<file path="config.mk">
export PLATFORM = sky130hd
export DESIGN_NAME = uart_seq_trig_flat
export DESIGN_NICKNAME = d
export VERILOG_FILES = /design/src/rtl/uart_seq_trig_if.sv /design/src/rtl/uart_seq_trig.sv /design/src/flat_wrapper.sv
export SDC_FILE = /design/constraint.sdc
export NUM_CORES = 1
export LEC_CHECK = 0
export CORE_MARGIN = 10
export CORE_UTILIZATION = 40
export DETAILED_ROUTE_END_ITERATION = 10
export GPL_TIMING_DRIVEN = 0
export SYNTH_ARGS = -nofsm -noshare
export SYNTH_HDL_FRONTEND = slang
export SYNTH_SLANG_ARGS = --single-unit
</file>
<file path="constraint.sdc">
create_clock -name clk -period 3.4 [get_ports clk]
set_clock_uncertainty 0.15 [all_clocks]
set_input_delay 0.68 -clock clk [delete_from_list [all_inputs] [get_ports clk]]
set_output_delay 0.68 -clock clk [all_outputs]
set_load 0.1 [all_outputs]
</file>
<file path="src/rtl/uart_seq_trig_if.sv">
// Signal bundle between the capture-path controller and the UART protocol trigger.
interface uart_seq_trig_if #(
   parameter int DATA_W  = 8,
   parameter int SEQ_LEN = 2,
   parameter int BAUD_W  = 16
) ();
   logic                        RX;
   logic [BAUD_W-1:0]           baud_cnt;
   logic [SEQ_LEN*DATA_W-1:0]   match;
   logic [SEQ_LEN*DATA_W-1:0]   mask;
   logic                        arm;
   logic                        protTrig;
   logic [DATA_W-1:0]           rx_data;
   logic                        rx_vld;
   logic                        frame_err;

   modport master (
      output RX, baud_cnt, match, mask, arm,
      input  protTrig, rx_data, rx_vld, frame_err
   );

   modport slave (
      input  RX, baud_cnt, match, mask, arm,
      output protTrig, rx_data, rx_vld, frame_err
   );
endinterface

</file>
<file path="src/rtl/uart_seq_trig.sv">
// Oversampling UART receiver with a sliding multi-word masked pattern trigger.
// Define UART_TRIG_PARITY_EN to add an even-parity bit after the data bits.
module uart_seq_trig #(
   parameter int DATA_W  = 8,
   parameter int SEQ_LEN = 2,
   parameter int BAUD_W  = 16
) (
   input  logic           clk,
   input  logic           rst,
   uart_seq_trig_if.slave bus
);
   localparam int HW    = SEQ_LEN * DATA_W;
   localparam int BIT_W = $clog2(DATA_W);
   localparam int CNT_W = $clog2(SEQ_LEN + 1);
   localparam logic [CNT_W-1:0] CNT_MAX  = CNT_W'(SEQ_LEN);
   localparam logic [BIT_W-1:0] LAST_BIT = BIT_W'(DATA_W - 1);

   localparam logic [2:0] ST_IDLE   = 3'd0;
   localparam logic [2:0] ST_START  = 3'd1;
   localparam logic [2:0] ST_DATA   = 3'd2;
   localparam logic [2:0] ST_STOP   = 3'd4;
`ifdef UART_TRIG_PARITY_EN
   localparam logic [2:0] ST_PARITY = 3'd3;
`endif

   logic              rx_meta_q, rxs_q, rxs_prev_q;
   logic [2:0]        state_q, state_d;
   logic [BAUD_W-1:0] tmr_q, tmr_d;
   logic [BIT_W-1:0]  bit_q, bit_d;
   logic [DATA_W-1:0] shr_q, shr_d;
   logic [DATA_W-1:0] rx_data_q, rx_data_d;
   logic              rx_vld_q, rx_vld_d;
   logic              frame_err_q, frame_err_d;
   logic [HW-1:0]     hist_q, hist_d;
   logic [CNT_W-1:0]  cnt_q, cnt_d;
   logic              chk_q, chk_d;
   logic              prot_q, prot_d;
   logic              par_ok;

   logic [BAUD_W-1:0] baud_eff, full_ld, half_ld;
   logic              expire, word_done, word_bad, hit;
   logic [SEQ_LEN-1:0] word_hit;
   logic [HW+DATA_W-1:0] hist_ext;

   // Small baud values would make the half-bit load underflow, so clamp to 4.
   assign baud_eff = (bus.baud_cnt < BAUD_W'(4)) ? BAUD_W'(4) : bus.baud_cnt;
   assign full_ld  = baud_eff - BAUD_W'(1);
   assign half_ld  = (baud_eff >> 1) - BAUD_W'(1);
   assign expire   = (tmr_q == '0);

`ifdef UART_TRIG_PARITY_EN
   logic par_err_q, par_err_d;
   assign par_ok = ~par_err_q;
`else
   assign par_ok = 1'b1;
`endif

   always_ff @(posedge clk or posedge rst) begin
      if (rst) begin
         rx_meta_q  <= 1'b1;
         rxs_q      <= 1'b1;
         rxs_prev_q <= 1'b1;
      end else begin
         rx_meta_q  <= bus.RX;
         rxs_q      <= rx_meta_q;
         rxs_prev_q <= rxs_q;
      end
   end

   always_comb begin
      state_d   = state_q;
      tmr_d     = tmr_q;
      bit_d     = bit_q;
      shr_d     = shr_q;
      word_done = 1'b0;
      word_bad  = 1'b0;
`ifdef UART_TRIG_PARITY_EN
      par_err_d = par_err_q;
`endif
      case (state_q)
         ST_IDLE: begin
            if (rxs_prev_q && !rxs_q) begin
               state_d = ST_START;
               tmr_d   = half_ld;
            end
         end
         ST_START: begin
            if (expire) begin
               if (!rxs_q) begin
                  state_d = ST_DATA;
                  tmr_d   = full_ld;
                  bit_d   = '0;
`ifdef UART_TRIG_PARITY_EN
                  par_err_d = 1'b0;
`endif
               end else begin
                  state_d = ST_IDLE;
               end
            end else begin
               tmr_d = tmr_q - BAUD_W'(1);
            end
         end
         ST_DATA: begin
            if (expire) begin
               shr_d = {rxs_q, shr_q[DATA_W-1:1]};
               tmr_d = full_ld;
               bit_d = bit_q + BIT_W'(1);
               if (bit_q == LAST_BIT) begin
`ifdef UART_TRIG_PARITY_EN
                  state_d = ST_PARITY;
`else
                  state_d = ST_STOP;
`endif
               end
            end else begin
               tmr_d = tmr_q - BAUD_W'(1);
            end
         end
`ifdef UART_TRIG_PARITY_EN
         ST_PARITY: begin
            if (expire) begin
               par_err_d = rxs_q ^ (^shr_q);
               state_d   = ST_STOP;
               tmr_d     = full_ld;
            end else begin
               tmr_d = tmr_q - BAUD_W'(1);
            end
         end
`endif
         ST_STOP: begin
            // Returning to IDLE at the sample point leaves half a bit to catch the next start edge.
            if (expire) begin
               state_d = ST_IDLE;
               if (rxs_q && par_ok) word_done = 1'b1;
               else                 word_bad  = 1'b1;
            end else begin
               tmr_d = tmr_q - BAUD_W'(1);
            end
         end
         default: state_d = ST_IDLE;
      endcase
   end

   genvar g;
   generate
      for (g = 0; g < SEQ_LEN; g++) begin : g_word
         assign word_hit[g] = ~|((hist_q[g*DATA_W +: DATA_W] ^ bus.match[g*DATA_W +: DATA_W])
                                 & ~bus.mask[g*DATA_W +: DATA_W]);
      end
   endgenerate

   assign hit      = (cnt_q == CNT_MAX) && (&word_hit);
   assign hist_ext = {shr_q, hist_q} >> DATA_W;

   always_comb begin
      rx_vld_d    = word_done;
      frame_err_d = word_bad;
      rx_data_d   = word_done ? shr_q : rx_data_q;
      hist_d      = hist_q;
      cnt_d       = cnt_q;
      chk_d       = 1'b0;
      prot_d      = prot_q;
      // arm outranks both a coincident match and a coincident push.
      if (bus.arm) begin
         prot_d = 1'b0;
         cnt_d  = '0;
      end else begin
         if (chk_q && hit) prot_d = 1'b1;
         if (word_bad) begin
            cnt_d = '0;
         end else if (word_done) begin
            hist_d = hist_ext[HW-1:0];
            cnt_d  = (cnt_q == CNT_MAX) ? CNT_MAX : cnt_q + CNT_W'(1);
            chk_d  = 1'b1;
         end
      end
   end

   always_ff @(posedge clk or posedge rst) begin
      if (rst) begin
         state_q     <= ST_IDLE;
         tmr_q       <= '0;
         bit_q       <= '0;
         shr_q       <= '0;
         rx_data_q   <= '0;
         rx_vld_q    <= 1'b0;
         frame_err_q <= 1'b0;
         hist_q      <= '0;
         cnt_q       <= '0;
         chk_q       <= 1'b0;
         prot_q      <= 1'b0;
      end else begin
         state_q     <= state_d;
         tmr_q       <= tmr_d;
         bit_q       <= bit_d;
         shr_q       <= shr_d;
         rx_data_q   <= rx_data_d;
         rx_vld_q    <= rx_vld_d;
         frame_err_q <= frame_err_d;
         hist_q      <= hist_d;
         cnt_q       <= cnt_d;
         chk_q       <= chk_d;
         prot_q      <= prot_d;
      end
   end

`ifdef UART_TRIG_PARITY_EN
   always_ff @(posedge clk or posedge rst) begin
      if (rst) par_err_q <= 1'b0;
      else     par_err_q <= par_err_d;
   end
`endif

   assign bus.protTrig  = prot_q;
   assign bus.rx_data   = rx_data_q;
   assign bus.rx_vld    = rx_vld_q;
   assign bus.frame_err = frame_err_q;
endmodule

</file>
<file path="src/flat_wrapper.sv">
// flat-port wrapper written by rule: the top's interface ports become plain ports
module uart_seq_trig_flat 
#(
   parameter int DATA_W  = 8,
   parameter int SEQ_LEN = 2,
   parameter int BAUD_W  = 16
)
  (clk, rst, bus_RX, bus_baud_cnt, bus_match, bus_mask, bus_arm, bus_protTrig, bus_rx_data, bus_rx_vld, bus_frame_err);
  uart_seq_trig_if #(.DATA_W(DATA_W), .SEQ_LEN(SEQ_LEN), .BAUD_W(BAUD_W)) bus_i ();
  input  logic clk;
  input  logic rst;
  input wire logic [$bits(bus_i.RX)-1:0] bus_RX;
  input wire logic [$bits(bus_i.baud_cnt)-1:0] bus_baud_cnt;
  input wire logic [$bits(bus_i.match)-1:0] bus_match;
  input wire logic [$bits(bus_i.mask)-1:0] bus_mask;
  input wire logic [$bits(bus_i.arm)-1:0] bus_arm;
  output wire logic [$bits(bus_i.protTrig)-1:0] bus_protTrig;
  output wire logic [$bits(bus_i.rx_data)-1:0] bus_rx_data;
  output wire logic [$bits(bus_i.rx_vld)-1:0] bus_rx_vld;
  output wire logic [$bits(bus_i.frame_err)-1:0] bus_frame_err;
  assign bus_i.RX = bus_RX;
  assign bus_i.baud_cnt = bus_baud_cnt;
  assign bus_i.match = bus_match;
  assign bus_i.mask = bus_mask;
  assign bus_i.arm = bus_arm;
  assign bus_protTrig = bus_i.protTrig;
  assign bus_rx_data = bus_i.rx_data;
  assign bus_rx_vld = bus_i.rx_vld;
  assign bus_frame_err = bus_i.frame_err;
  uart_seq_trig #(.DATA_W(DATA_W), .SEQ_LEN(SEQ_LEN), .BAUD_W(BAUD_W)) u_core (.clk(clk), .rst(rst), .bus(bus_i));
endmodule
</file>
==> metrics <==
sequential-to-total area share from yosys stat 39.5%; TritonCTS clock tree built; outcome finished clean; placed cell count 602; filler cell count 912; Setup TNS 0 ns; Yosys warning count 0; CTS Sinks 63; core area 9770 µm²; top cell type's share of synthesized area 37.5%; DR vias 3461; dominant synthesized flop cell dfrtp_1; Final HPWL DP 8.13 mm; DRC 0; Async SR Flop Fraction 100%; boundary pin count 63; layout net count 542; fin area 5170 µm²; total power 2.31 mW; initial core utilization 40.9%; top-count cell post-synth dfrtp_1; DR pass1 iterations 5; Leak 2.08 nW; DR WL/cell 17.6 µm; Fmax 301 MHz; Tot GR Track Use 15.3%; Largest delay share family, worst path simple AND/OR/NAND/NOR gates; CP Data Required Time 3.45 ns; Cell Rows 36; Post-Synth XOR/XNOR Area 9.63%; multiplexer share of the synthesized area 11.0%; crit-path cells clkdlybuf4s50_1 -> or4_4 -> nor3_4 -> nand2_1 -> nand2_4 -> ha_4 -> nor2b_4 -> nand3_4 -> or3_4 -> a21oi_1 -> xnor2_1 -> o221ai_1; GRT Residual Overflow 0; Arr. time, crit path 3.37 ns; min cycle time layout 3.32 ns; post-route ant nets 0; Die Width 120 µm; worst hold margin 0.207 ns; Worst Path Max Fanout 5; crit path kind input port to flop; simple-gate share of the synthesized area 18.8%; Adder-Cell Fraction of Synth Area 2.50%; Hold Crit Class flop to flop; Max Root-Sink Buffers 2; fin crit share 97.6%; P&R area growth vs syn 29.3%; crit-path max cell delay 0.47 ns; CTS clk-pin slew, worst paths 0.07 ns; antenna violations before repair 0; Setup-failing EPs final 0; die area 14400 µm²; layout cell share with drive strength beyond 1 20.7%; DRT iter0 DRCs 357; critical path launch point type input port; Reg area 1580 µm²; Peak VDD IR 292 µV; Mapped Area 4000 µm²; Max-cap violations 0; first-pass GRT wire length 18.1 mm; PnR worst setup slack 0.0828 ns; Num CTS Buffers 9; Hold-fix buffers, CTS 0; RSZ-0062 raised after global routing true; final cell count without fillers 620; CP max-delay cell clkdlybuf4s50_1; syn_area_per_cell 9.79 µm²; gpl congestion 0.924; Max H-tree Level 3; largest area contributor in the netlist dfrtp_1; Synth top cells by count dfrtp_1, nor2_1, xnor2_1, nand2_1, a21oi_1; Slew @ Worst Pin 0.998 ns; placed inst area 4790 µm²; largest family of logic cells by synthesized area simple AND/OR/NAND/NOR gates; vias in the first global route 3330; vias per inst 5.58; Net Count, Synth 469; Synth Area in Compound Gates 15.1%; Synth Register Bits 63; pin count of the biggest net entering global routing 37; Die Y 120 µm; DRT Wirelength 10.9 mm; port bufs 59; Worst Path Buf+Inv 1; Power Dens Cells 447 nW/µm²; Fin. Hold Viols 0; DP Worst Slack -0.925 ns; cell count after synthesis 409; CP Capture Type flop; Post-synth EDFFs 0; Slew headroom 33.3%; Worst-Skew Late Latency 0.34 ns; area of the multi-input gates 2460 µm²; Final Max Tran Viols 0; Yosys cell types 61; final core occ 52.9%; Synth area leaders dfrtp_1, mux2_2, xnor2_1; diode count 0; clk root buf clkbuf_8
cell families after synthesis:
family                     count (synthesis)
and+or+nand+nor                          138
AOI/OAI and AO/OA                         95
DFF                                       63
xor gates and xnor gates                  44
muxes                                     36
buffers and inverters                     25
adders and majority gates                  8
worst reg2reg max path: cells and delay by family (launching register included):
family	cells	cell delay [ns]
simple gates	2	1.27
buf+inv	1	0.45
flops	1	0.45
compound gates	2	0.74
layout make-up:
cell class                 instances  share of cell area (%)
inverter                           8                   0.580
clock buffer                      11                    2.73
sequential                        63                    30.5
clock inverter                     5                    1.09
tap                              133                    3.22
timing repair buffer              63                    12.3
multi-input combinational        321                    47.5
buffer                            16                    2.06
cell usage in the layout, fill, tap and decap left out, drive strengths merged, types with 3 or more instances in the layout:
| cell type | netlist | final |
|---|---|---|
| nand4 | 5 | 5 |
| nor4 | 8 | 8 |
| or4 | 3 | 3 |
| clkdlybuf4s50 | 0 | 51 |
| a31oi | 4 | 4 |
| nor3 | 20 | 20 |
| dfrtp | 60 | 60 |
| xnor2 | 29 | 29 |
| dlymetal6s2s | 0 | 3 |
| inv | 8 | 9 |
| a211oi | 4 | 4 |
| dlygate4sd2 | 0 | 5 |
| o21ai | 25 | 25 |
| o22ai | 12 | 12 |
| o221ai | 3 | 3 |
| xor2 | 15 | 15 |
| nor2 | 41 | 41 |
| mux2 | 34 | 34 |
| and2 | 3 | 3 |
| nor2b | 3 | 3 |
| a221oi | 4 | 4 |
| nand2 | 28 | 28 |
| nand2b | 4 | 4 |
| ha | 8 | 8 |
| dfstp | 3 | 3 |
| buf | 7 | 11 |
| nand3 | 6 | 6 |
| clkbuf | 10 | 20 |
| a21oi | 28 | 28 |
| or3 | 6 | 6 |
| nor3b | 4 | 4 |
sequential cells by signal, summed over array words and instances (netlist names), 2 cells and up:
name and count:
u_core.shr_q 8, u_core.state_q 3, u_core.hist_q 16, u_core.tmr_q 16, u_core.bit_q 3, u_core.bus.rx_data 8, u_core.cnt_q 2
routing by layer:
metal / track usage, % / vias to the layer above / part of all wire (%)
li1: - / 1647 / -
met1: 21.3 / 1689 / 46
met2: 23.3 / 115 / 47
met3: 3.38 / 10 / 6.2
met4: 4.37 / 0 / 1.1
met5: 0 / - / 0
worst paths after layout:
kind | start | end | slack (ns) | cells after the start
max in group asynchronous | rst | u_core.rx_meta_q$_DFF_PP1_ | 1.72 | 3
setup reg to reg | u_core.tmr_q[10]$_DFFE_PP0P_ | u_core.tmr_q[2]$_DFFE_PP0P_ | 0.20 | 5
setup / recovery | bus_baud_cnt[14] | u_core.tmr_q[13]$_DFFE_PP0P_ | 0.08 | 12
hold / removal | u_core.rx_meta_q$_DFF_PP1_ | u_core.rxs_q$_DFF_PP1_ | 0.21 | 0
min in group asynchronous | rst | u_core.hist_q[8]$_DFFE_PP0P_ | 0.67 | 2
hold reg to reg | u_core.rx_meta_q$_DFF_PP1_ | u_core.rxs_q$_DFF_PP1_ | 0.21 | 0
power by group:
group / switching, mW / internal [mW] / leakage, nW
combinational: 0.374 / 0.302 / 1.14
clock: 0.301 / 0.359 / 0.0997
sequential: 0.129 / 0.846 / 0.839
timing repair:
action                     in CTS  in global routing
cloned                          0                  0
pin swaps                       1                  6
setup endpoints to repair      27                 20
buffers inserted                1                  2
resized for setup              20                 23
Power figures use the tool's default switching activity.
